[config.mk]
export PLATFORM = sky130hd
export DESIGN_NAME = cpu_int_seq_flat
export DESIGN_NICKNAME = d
export VERILOG_FILES = /design/src/rtl/cpu_pkg.sv /design/src/rtl/cpu_int_seq_if.sv /design/src/rtl/irq_prio_enc.sv /design/src/rtl/cpu_int_seq.sv /design/src/flat_wrapper.sv
export SDC_FILE = /design/constraint.sdc
export NUM_CORES = 1
export LEC_CHECK = 0
export ABC_AREA = 1
export BUFFER_PORTS_ARGS = -buffer_cell sky130_fd_sc_hd__buf_4
export CAP_MARGIN = 10
export CORE_ASPECT_RATIO = 0.8
export CORE_UTILIZATION = 45
export CTS_CLUSTER_SIZE = 20
export DETAILED_ROUTE_END_ITERATION = 6
export PLACE_DENSITY = 0.78
export SLEW_MARGIN = 20
export SYNTH_ARGS = -nofsm -noshare
export SYNTH_HDL_FRONTEND = slang
export SYNTH_SLANG_ARGS = --single-unit
[constraint.sdc]
create_clock -name Clk -period 3.22 [get_ports Clk]
set_clock_uncertainty 0.05 [all_clocks]
set_input_delay 0.966 -clock Clk [delete_from_list [all_inputs] [get_ports Clk]]
set_output_delay 0.966 -clock Clk [all_outputs]
set_load 0.05 [all_outputs]
[src/rtl/cpu_pkg.sv]
// Shared types and constants for the 2A03 interrupt/reset sequencer.
// Covers state encoding, default vector addresses and status-register bit positions.
package cpu_pkg;

   typedef enum logic [3:0] {
      RST_HOLD,
      RST_D1,
      RST_D2,
      RST_D3,
      IDLE,
      PUSH_PCH,
      PUSH_PCL,
      PUSH_P,
      VEC_LO,
      VEC_HI,
      LOAD
   } seq_state_t;

   localparam logic [15:0] NMI_VEC_DEF = 16'hFFFA;
   localparam logic [15:0] RST_VEC_DEF = 16'hFFFC;
   localparam logic [15:0] IRQ_VEC_DEF = 16'hFFFE;

   localparam int unsigned STATUS_B = 4;
   localparam int unsigned STATUS_U = 5;
   localparam int unsigned STATUS_I = 2;

   function automatic int unsigned src_width(input int unsigned n);
      return (n > 1) ? $clog2(n) : 1;
   endfunction

   // Status byte as stored on the stack by a hardware interrupt: B clear, bit 5 set.
   function automatic logic [7:0] push_status(input logic [7:0] p);
      logic [7:0] r;
      r           = p;
      r[STATUS_B] = 1'b0;
      r[STATUS_U] = 1'b1;
      return r;
   endfunction

endpackage

[src/rtl/cpu_int_seq_if.sv]
// CPU memory bus owned by the interrupt sequencer while it is busy.
// Read data is returned one cycle after the address is presented.
interface cpu_bus_if #(
   parameter int unsigned ADDR_W = 16,
   parameter int unsigned DATA_W = 8
);
   logic              write;
   logic [ADDR_W-1:0] addr;
   logic [DATA_W-1:0] Data_to_RAM;
   logic [DATA_W-1:0] Data_from_RAM;

   modport master (
      output write,
      output addr,
      output Data_to_RAM,
      input  Data_from_RAM
   );

   modport slave (
      input  write,
      input  addr,
      input  Data_to_RAM,
      output Data_from_RAM
   );
endinterface

[src/rtl/irq_prio_enc.sv]
// Lowest-index-wins priority encoder over active-high request lines.
module irq_prio_enc
   import cpu_pkg::*;
#(
   parameter  int unsigned N     = 2,
   localparam int unsigned IDX_W = src_width(N)
) (
   input  logic [N-1:0]     i_req,
   output logic [IDX_W-1:0] o_idx,
   output logic             o_valid
);

   // Scan from the top down so the lowest asserted index is the last one written.
   always_comb begin
      o_idx   = '0;
      o_valid = 1'b0;
      for (int unsigned i = N; i > 0; i--) begin
         if (i_req[i-1]) begin
            o_idx   = IDX_W'(i - 1);
            o_valid = 1'b1;
         end
      end
   end

endmodule

[src/rtl/cpu_int_seq.sv]
// Reset/NMI/IRQ entry sequencer: stacks PC and P, fetches a vector and loads PC.
// Owns the CPU bus (busy=1) for every state except IDLE.
module cpu_int_seq
   import cpu_pkg::*;
#(
   parameter  int unsigned ADDR_W     = 16,
   parameter  int unsigned DATA_W     = 8,
   parameter  int unsigned N_IRQ      = 2,
   parameter  logic [7:0]  STACK_PAGE = 8'h01,
   parameter  logic [15:0] NMI_VEC    = NMI_VEC_DEF,
   parameter  logic [15:0] RST_VEC    = RST_VEC_DEF,
   parameter  logic [15:0] IRQ_VEC    = IRQ_VEC_DEF,
   localparam int unsigned SRC_W      = src_width(N_IRQ)
) (
   input  logic             Clk,
   input  logic             reset,
   input  logic             nmi_n,
   input  logic [N_IRQ-1:0] irq_n,
   input  logic             i_flag,
   input  logic             inst_boundary,
   input  logic [15:0]      pc_in,
   input  logic [7:0]       p_in,
   input  logic [7:0]       sp_in,
   cpu_bus_if.master        bus,
   output logic             busy,
   output logic [15:0]      pc_out,
   output logic             pc_load,
   output logic [7:0]       sp_out,
   output logic             sp_load,
   output logic             set_i,
   output logic [SRC_W-1:0] irq_src,
   output logic             done
);

   seq_state_t       r_state, w_state_nxt;
   logic [7:0]       r_sp, w_sp_cur;
   logic [15:0]      r_vec_base;
   logic [7:0]       r_vec_lo;
   logic [15:0]      r_pc;
   logic             r_nmi_hist, r_nmi_pend;
   logic [SRC_W-1:0] r_irq_src;

   logic             w_irq_valid;
   logic [SRC_W-1:0] w_irq_idx;
   logic             w_nmi_edge, w_take_nmi, w_take_irq, w_load;
   logic [15:0]      w_addr16, w_vec_full;
   logic [7:0]       w_byte;
   logic             w_write;

   irq_prio_enc #(.N(N_IRQ)) u_prio (
      .i_req   (~irq_n),
      .o_idx   (w_irq_idx),
      .o_valid (w_irq_valid)
   );

   // Pending NMI alone gates entry, so a fresh edge in the entry cycle is only queued.
   always_comb begin
      w_nmi_edge = r_nmi_hist & ~nmi_n;
      w_take_nmi = (r_state == IDLE) & inst_boundary & r_nmi_pend;
      w_take_irq = (r_state == IDLE) & inst_boundary & ~r_nmi_pend & w_irq_valid & ~i_flag;
      w_sp_cur   = ((r_state == RST_D1) || (r_state == PUSH_PCH)) ? sp_in : r_sp;
      w_vec_full = {bus.Data_from_RAM[7:0], r_vec_lo};
      w_load     = (r_state == LOAD);
   end

   always_comb begin
      w_state_nxt = r_state;
      case (r_state)
         RST_HOLD: w_state_nxt = RST_D1;
         RST_D1:   w_state_nxt = RST_D2;
         RST_D2:   w_state_nxt = RST_D3;
         RST_D3:   w_state_nxt = VEC_LO;
         IDLE:     if (w_take_nmi || w_take_irq) w_state_nxt = PUSH_PCH;
         PUSH_PCH: w_state_nxt = PUSH_PCL;
         PUSH_PCL: w_state_nxt = PUSH_P;
         PUSH_P:   w_state_nxt = VEC_LO;
         VEC_LO:   w_state_nxt = VEC_HI;
         VEC_HI:   w_state_nxt = LOAD;
         LOAD:     w_state_nxt = IDLE;
         default:  w_state_nxt = RST_HOLD;
      endcase
   end

   always_comb begin
      w_addr16 = '0;
      w_write  = 1'b0;
      w_byte   = '0;
      case (r_state)
         RST_D1, RST_D2, RST_D3: w_addr16 = {STACK_PAGE, w_sp_cur};
         PUSH_PCH: begin
            w_addr16 = {STACK_PAGE, w_sp_cur};
            w_write  = 1'b1;
            w_byte   = pc_in[15:8];
         end
         PUSH_PCL: begin
            w_addr16 = {STACK_PAGE, w_sp_cur};
            w_write  = 1'b1;
            w_byte   = pc_in[7:0];
         end
         PUSH_P: begin
            w_addr16 = {STACK_PAGE, w_sp_cur};
            w_write  = 1'b1;
            w_byte   = push_status(p_in);
         end
         VEC_LO:  w_addr16 = r_vec_base;
         VEC_HI:  w_addr16 = r_vec_base + 16'd1;
         default: ;
      endcase
   end

   always_ff @(posedge Clk) begin
      if (reset) begin
         r_state    <= RST_HOLD;
         r_sp       <= '0;
         r_vec_base <= RST_VEC;
         r_vec_lo   <= '0;
         r_pc       <= '0;
         r_nmi_hist <= 1'b1;
         r_nmi_pend <= 1'b0;
         r_irq_src  <= '0;
      end else begin
         r_state    <= w_state_nxt;
         r_nmi_hist <= nmi_n;
         r_nmi_pend <= w_take_nmi ? 1'b0 : (r_nmi_pend | w_nmi_edge);
         if (w_take_nmi) begin
            r_vec_base <= NMI_VEC;
         end else if (w_take_irq) begin
            r_vec_base <= IRQ_VEC;
            r_irq_src  <= w_irq_idx;
         end else if (r_state == RST_HOLD) begin
            r_vec_base <= RST_VEC;
         end
         case (r_state)
            RST_D1, RST_D2, RST_D3,
            PUSH_PCH, PUSH_PCL, PUSH_P: r_sp     <= w_sp_cur - 8'd1;
            VEC_HI:                     r_vec_lo <= bus.Data_from_RAM[7:0];
            LOAD:                       r_pc     <= w_vec_full;
            default: ;
         endcase
      end
   end

   assign bus.write       = w_write;
   assign bus.addr        = ADDR_W'(w_addr16);
   assign bus.Data_to_RAM = DATA_W'(w_byte);
   assign busy            = (r_state != IDLE);
   assign pc_out          = w_load ? w_vec_full : r_pc;
   assign pc_load         = w_load;
   assign sp_out          = r_sp;
   assign sp_load         = w_load;
   assign set_i           = w_load;
   assign done            = w_load;
   assign irq_src         = r_irq_src;

endmodule

[src/flat_wrapper.sv]
// flat-port wrapper written by rule: the top's interface ports become plain ports
module cpu_int_seq_flat import cpu_pkg::*;
#(
   parameter  int unsigned ADDR_W     = 16,
   parameter  int unsigned DATA_W     = 8,
   parameter  int unsigned N_IRQ      = 2,
   parameter  logic [7:0]  STACK_PAGE = 8'h01,
   parameter  logic [15:0] NMI_VEC    = NMI_VEC_DEF,
   parameter  logic [15:0] RST_VEC    = RST_VEC_DEF,
   parameter  logic [15:0] IRQ_VEC    = IRQ_VEC_DEF,
   localparam int unsigned SRC_W      = src_width(N_IRQ)
)
  (Clk, reset, nmi_n, irq_n, i_flag, inst_boundary, pc_in, p_in, sp_in, busy, pc_out, pc_load, sp_out, sp_load, set_i, irq_src, done, bus_write, bus_addr, bus_Data_to_RAM, bus_Data_from_RAM);
  cpu_bus_if #(.ADDR_W(ADDR_W), .DATA_W(DATA_W)) bus_i ();
  input  logic Clk;
  input  logic reset;
  input  logic nmi_n;
  input  logic [N_IRQ-1:0] irq_n;
  input  logic i_flag;
  input  logic inst_boundary;
  input  logic [15:0] pc_in;
  input  logic [7:0] p_in;
  input  logic [7:0] sp_in;
  output logic busy;
  output logic [15:0] pc_out;
  output logic pc_load;
  output logic [7:0] sp_out;
  output logic sp_load;
  output logic set_i;
  output logic [SRC_W-1:0] irq_src;
  output logic done;
  output wire logic [$bits(bus_i.write)-1:0] bus_write;
  output wire logic [$bits(bus_i.addr)-1:0] bus_addr;
  output wire logic [$bits(bus_i.Data_to_RAM)-1:0] bus_Data_to_RAM;
  input wire logic [$bits(bus_i.Data_from_RAM)-1:0] bus_Data_from_RAM;
  assign bus_write = bus_i.write;
  assign bus_addr = bus_i.addr;
  assign bus_Data_to_RAM = bus_i.Data_to_RAM;
  assign bus_i.Data_from_RAM = bus_Data_from_RAM;
  cpu_int_seq #(.ADDR_W(ADDR_W), .DATA_W(DATA_W), .N_IRQ(N_IRQ), .STACK_PAGE(STACK_PAGE), .NMI_VEC(NMI_VEC), .RST_VEC(RST_VEC), .IRQ_VEC(IRQ_VEC)) u_core (.Clk(Clk), .reset(reset), .nmi_n(nmi_n), .irq_n(irq_n), .i_flag(i_flag), .inst_boundary(inst_boundary), .pc_in(pc_in), .p_in(p_in), .sp_in(sp_in), .bus(bus_i), .busy(busy), .pc_out(pc_out), .pc_load(pc_load), .sp_out(sp_out), .sp_load(sp_load), .set_i(set_i), .irq_src(irq_src), .done(done));
endmodule
== Word level (Yosys, flattened, before mapping) ==
Index checks and enable logic that the tools add are counted.

* Flip-flop bits (word level): 41
* Input bits: 47
* Output and inout bits: 55
* Word-level logic and storage cells: 56

* Add/subtract/negate cells: 2
* Equal/unequal tests: 12
* Mux-type cells: 13
* Bitwise logic cells: 12
* Reductions and logical operators: 9

{| class="wikitable"
|+ Operators with widths
! operator !! count
|-
| 16-bit case mux with 3 select lines || 1
|-
| 4-bit case mux with 10 select lines || 1
|-
| 8-bit case mux with 3 select lines || 1
|-
| 4-bit by 3-bit == test with 1-bit output (second input constant) || 4
|-
| 16-bit two-way mux || 1
|-
| 4-bit == test (second input constant) || 3
|-
| 3-bit two-way mux || 3
|-
| 4-bit by 2-bit == test with 1-bit output (second input constant) || 2
|-
| 8-bit two-way mux || 1
|-
| 8-bit by 1-bit subtractor with 8-bit output (second input constant) || 1
|-
| 1-bit AND || 6
|-
| 6-bit OR reduction || 1
|-
| 4-bit by 2-bit adder with 5-bit output (second input constant) || 1
|-
| 4-bit by 1-bit == test with 1-bit output (second input constant) || 1
|-
| 4-bit logical NOT || 1
|-
| 1-bit two-way mux || 4
|-
| 4-bit two-way mux || 1
|-
| 4-bit by 3-bit != test with 1-bit output (second input constant) || 1
|-
| 1-bit NOT || 4
|-
| 2-bit OR reduction || 2
|-
| 3-bit nonzero test || 1
|-
| 3-bit OR reduction || 1
|-
| 1-bit logical OR || 2
|-
| 2-bit != test (second input constant) || 1
|-
| other kinds (3) || 3
|}

== Longest topological paths before layout ==
* Depth in word-level cells: 8
* Depth in mapped cells: 12
* Mapped depth without buffers: 12

== Modules after synthesis ==
From an unflattened synthesis, not the netlist that was laid out.

* Cells, all modules: 336
* Area, all modules: 2,228.4 um2

{| class="wikitable"
|+ By module, submodules not included
! module !! times used !! cells an instance !! area each (um2) !! sequential area each (um2)
|-
| cpu_int_seq || 1 || 332 || 2,213.4 || 820.8
|-
| irq_prio_enc || 1 || 4 || 15.0 || 0.0
|}

== Worst setup path before layout ==
Ideal clock, no wire load.

* Path kind: register to output
* From: register u_core.r_state[3]
* To: output bus_addr[2]
* Arrival: 2.606 ns
* Slack: -0.402 ns
* Stages on the path, launching flop included: 7
* Cells stage by stage: dfxtp_1 inv_2 nor2_1 inv_1 nor2_1 inv_2 o22ai_1

* Cells in the longest elaborated chain, start to end: 4

{| class="wikitable"
|+ Ends and longest elaborated chain
! element !! RTL line !! RTL
|-
| start, declared || cpu_int_seq.sv:35 || <nowiki>seq_state_t r_state, w_state_nxt;</nowiki>
|-
| start signal, assigned || cpu_int_seq.sv:122 || <nowiki>r_state <= w_state_nxt;</nowiki>
|-
| 4-bit by 1-bit == test with 1-bit output or 4-bit by 3-bit == test with 1-bit output (tied branches) || cpu_int_seq.sv:61, cpu_int_seq.sv:88 ||
|-
| 1-bit logical OR || cpu_int_seq.sv:61 || <nowiki>w_sp_cur = ((r_state == RST_D1) || (r_state == PUSH_PCH)) ? sp_in : r_sp;</nowiki>
|-
| 8-bit two-way mux || cpu_int_seq.sv:61 ||
|-
| 16-bit case mux with 3 select lines * || cpu_int_seq.sv:88 || <nowiki>case (r_state)</nowiki>
|-
| end, declared || flat_wrapper.sv:33 || <nowiki>output wire logic [$bits(bus_i.addr)-1:0] bus_addr;</nowiki>
|}

Mark *: on every way between the ends. The rest lies on a longest branch, timed or not.

== Worst setup path after layout ==
* From: register u_core.r_state[3]
* To: output bus_addr[0]

Same word-level chain as after synthesis.

==> run summary <==
status -> completed
clock tree buffer depth -> 2
first-pass GRT wire length -> 9230 um
fin crit period -> 2.91 ns
Fmax -> 0.344 GHz
Max IR drop VDD -> 414 uV
max cap viols -> 0
RSZ-0062 raised after global routing -> false
post-synthesis sequential area ratio -> 38.2%
Pwr Density -> 487 mW/mm2
hold path depth -> 2
TritonCTS Buffers -> 5
WL/cell -> 11.6 um
RR Endpoint -> u_core.sp_out[6]
vias in the first global route -> 2124
share of flip-flops with an asynchronous set or reset -> 0%
Yosys Warn Count -> 0
Post-CTS Setup Inserts -> 0
syn_nets -> 382
hold endpoint -> u_core.r_vec_base[2]
DIE AREA -> 0.00506 mm2
DIE WIDTH -> 79.3 um
core area -> 0.00460 mm2
Slew Limit Headroom -> 63.9%
CTS Hold Bufs -> 0
critical path's slowest cell -> dfxtp_1
Worst path max stage delay -> 0.42 ns
CP arrival -> 1.89 ns
Tcrit/Tclk final -> 90.4%
Final Instance Area -> 0.00302 mm2
Most used DFF post-synth -> dfxtp_1
CP most frequent cell -> inv_2
vias post-DR -> 2383
syn_area_per_cell -> 6.44 um2
TritonCTS clock tree -> yes
worst r2r src -> u_core.r_state[1]
LEAKAGE -> 1.77 nW
Routed WL -> 5650 um
WS Path Type -> reg2out
1st-iter DRT viols -> 240
R2R setup slack -> 1.29 ns
root buf cell -> clkbuf_8
crit start category -> flop
Area growth syn-to-layout -> 40.2%
Die Span Y -> 63.8 um
Final #Nets -> 474
Max Fanout on Critical Path -> 9
Initial Util -> 46.8%
endpoint class of the critical path -> primary output
antenna violations before repair -> 0
Sink Count -> 41
Worst Hold Launch -> u_core.r_vec_base[2]
Final Hold Fails -> 0
clock slew at the register clock pins of the worst setup and hold paths -> 0.07 ns
setup TNS -> 0 ns
Critical Path RT -> 2.20 ns
Row Count -> 22
detail-routed via count per cell -> 4.89
cells along the critical path -> inv_2, nor2_1, inv_1, nor2_2, inv_2, o21ai_1, buf_4
io pins -> 102
EDFF count, synth -> 0
H-Tree Depth -> 2
Clock Latency Late Sink -> 0.29 ns
drt first pass iters -> 5
post-CTS sizing -> 0
Post-DRT Antenna Nets -> 0
Register-to-Register Path Depth -> 12
cell count after synthesis -> 334
Overflow after GRT -> 0
# diodes -> 0
largest net degree at the start of global routing -> 29
synth top area cells -> dfxtp_1 (38%), nand2_1 (12%), nor2_1 (9.4%), inv_1 (7.9%), o21ai_0 (6.1%)
Total GRT Usage -> 23.1%
Setup Viol. Count Final -> 0
Least-Margin Pin Slew -> 0.539 ns
Placed Area -> 0.00290 mm2
Slew Viols, Final -> 0
Unique masters post-synth -> 28
Seq cells post-synth -> 41
filler instances -> 447
post-synth top area share -> 38.2%
area leader, netlist -> dfxtp_1
DP Wirelength -> 4170 um
residual DRC count -> 0
port bufs -> 99
Final GP Congestion -> 0.895
HP Class -> reg2reg
Syn Std Cell Area -> 0.00215 mm2
share of cells above drive strength 1 -> 30.9%
==> power by group <==
group | internal (W) | switching [W] | total, W
Sequential | 0.000534 | 0.0000171 | 0.000551
Combinational | 0.000159 | 0.000337 | 0.000495
Clock | 0.000253 | 0.000170 | 0.000423
==> kinds of logic (layout without fill, tap and decap cells) <==
family | count (synthesis) | in the layout | synth area share (%)
buf+inv | 70 | 163 | 14.0
compound gates | 58 | 58 | 14.4
flops | 41 | 41 | 38.2
fa+ha+maj | 1 | 1 | 0.582
simple gates | 164 | 164 | 32.9
==> per-stage QoR <==
stage / total power, W / util, % / cells / worst slack [ns] / hold slack [ns]
finish: 0.00147 / 65.6 / 487 / 0.310 / 0.409
global route: 0.00155 / 65.6 / 487 / 0.177 / 0.445
CTS: 0.00148 / 65.6 / 487 / 0.313 / 0.411
detailed placement: 0.00105 / 63.1 / 479 / 0.517 / 0.394
global placement: 0.00105 / 63.1 / 479 / 0.545 / 0.388
floorplan: 0.000904 / - / 334 / 0.0197 / 0.374
==> cells in the final DEF, fill, tap and decap left out, drive strengths merged <==
master / Yosys / layout
a31oi: 2 / 2
nand4: 1 / 1
nand2: 69 / 69
nor2: 57 / 57
nand3b: 2 / 2
dfxtp: 41 / 41
a21oi: 15 / 15
a22o: 1 / 1
a211oi: 1 / 1
bufinv: 0 / 1
a221o: 1 / 1
inv: 53 / 53
ha: 1 / 1
or2: 16 / 16
nand3: 18 / 18
nor3: 1 / 1
o21bai: 2 / 2
o22ai: 1 / 1
o21ai: 35 / 35
buf: 13 / 102
clkbuf: 4 / 7
==> worst max-delay path by stage <==
stage                            startpoint                  to  slack, ns
final                     u_core.r_state[3]         bus_addr[0]       0.31
after global routing      u_core.r_state[3]         bus_addr[0]       0.18
after detailed placement           sp_in[7]         bus_addr[7]       0.52
after CTS                 u_core.r_state[3]  bus_Data_to_RAM[5]       0.31
after global placement             sp_in[3]         bus_addr[3]       0.55
after floorplan                    sp_in[7]         bus_addr[7]       0.02
==> worst max-delay path: cells and delay by family, from the launching register on <==
kind,cells,cell delay [ns]
AOI/OAI and AO/OA,1,0.12
DFF,1,0.42
and+or+nand+nor,2,0.46
buffers and inverters,4,0.60
==> final cells by class <==
class	count	area, um2	share of cell area, %
repair buffers	102	766	25.4
multi-input cells	223	1040	34.4
well taps	60	75.1	2.49
clock inverters	1	30.0	0.996
clock buffers	7	86.3	2.86
flip-flops and latches	41	821	27.2
inverters	53	199	6.60
==> synth_stat cells (2+ instances only) <==
library cell and number:
nor2_1 54, o21ai_1 9, o21ai_0 26, dfxtp_1 41, or2_2 7, inv_1 45, nand2_2 2, inv_2 8
clkbuf_1 4, buf_2 3, nand3_1 17, buf_4 9, nor2_2 3, or2_1 9, a21oi_1 15, nand3b_1 2
a31oi_1 2, o21bai_1 2, nand2_1 67
==> registers in the layout, indices dropped and copies added, names as in the netlist <==
name               flops
u_core.sp_out          8
u_core.r_vec_lo        8
u_core.r_state         4
u_core.r_pc           16
u_core.r_vec_base      2
u_core.irq_src         1
u_core.r_nmi_hist      1
u_core.r_nmi_pend      1
==> metal layers <==
| layer | vias to the layer above | share of wire (%) | global-route usage, % |
|---|---|---|---|
| li1 | 1212 | - | - |
| met1 | 1047 | 43 | 29.0 |
| met2 | 110 | 45 | 38.0 |
| met3 | 14 | 9.4 | 5.00 |
| met4 | 0 | 2.1 | 9.77 |
| met5 | - | 0 | 0 |
No activity file was read; power rests on OpenSTA's default activity.
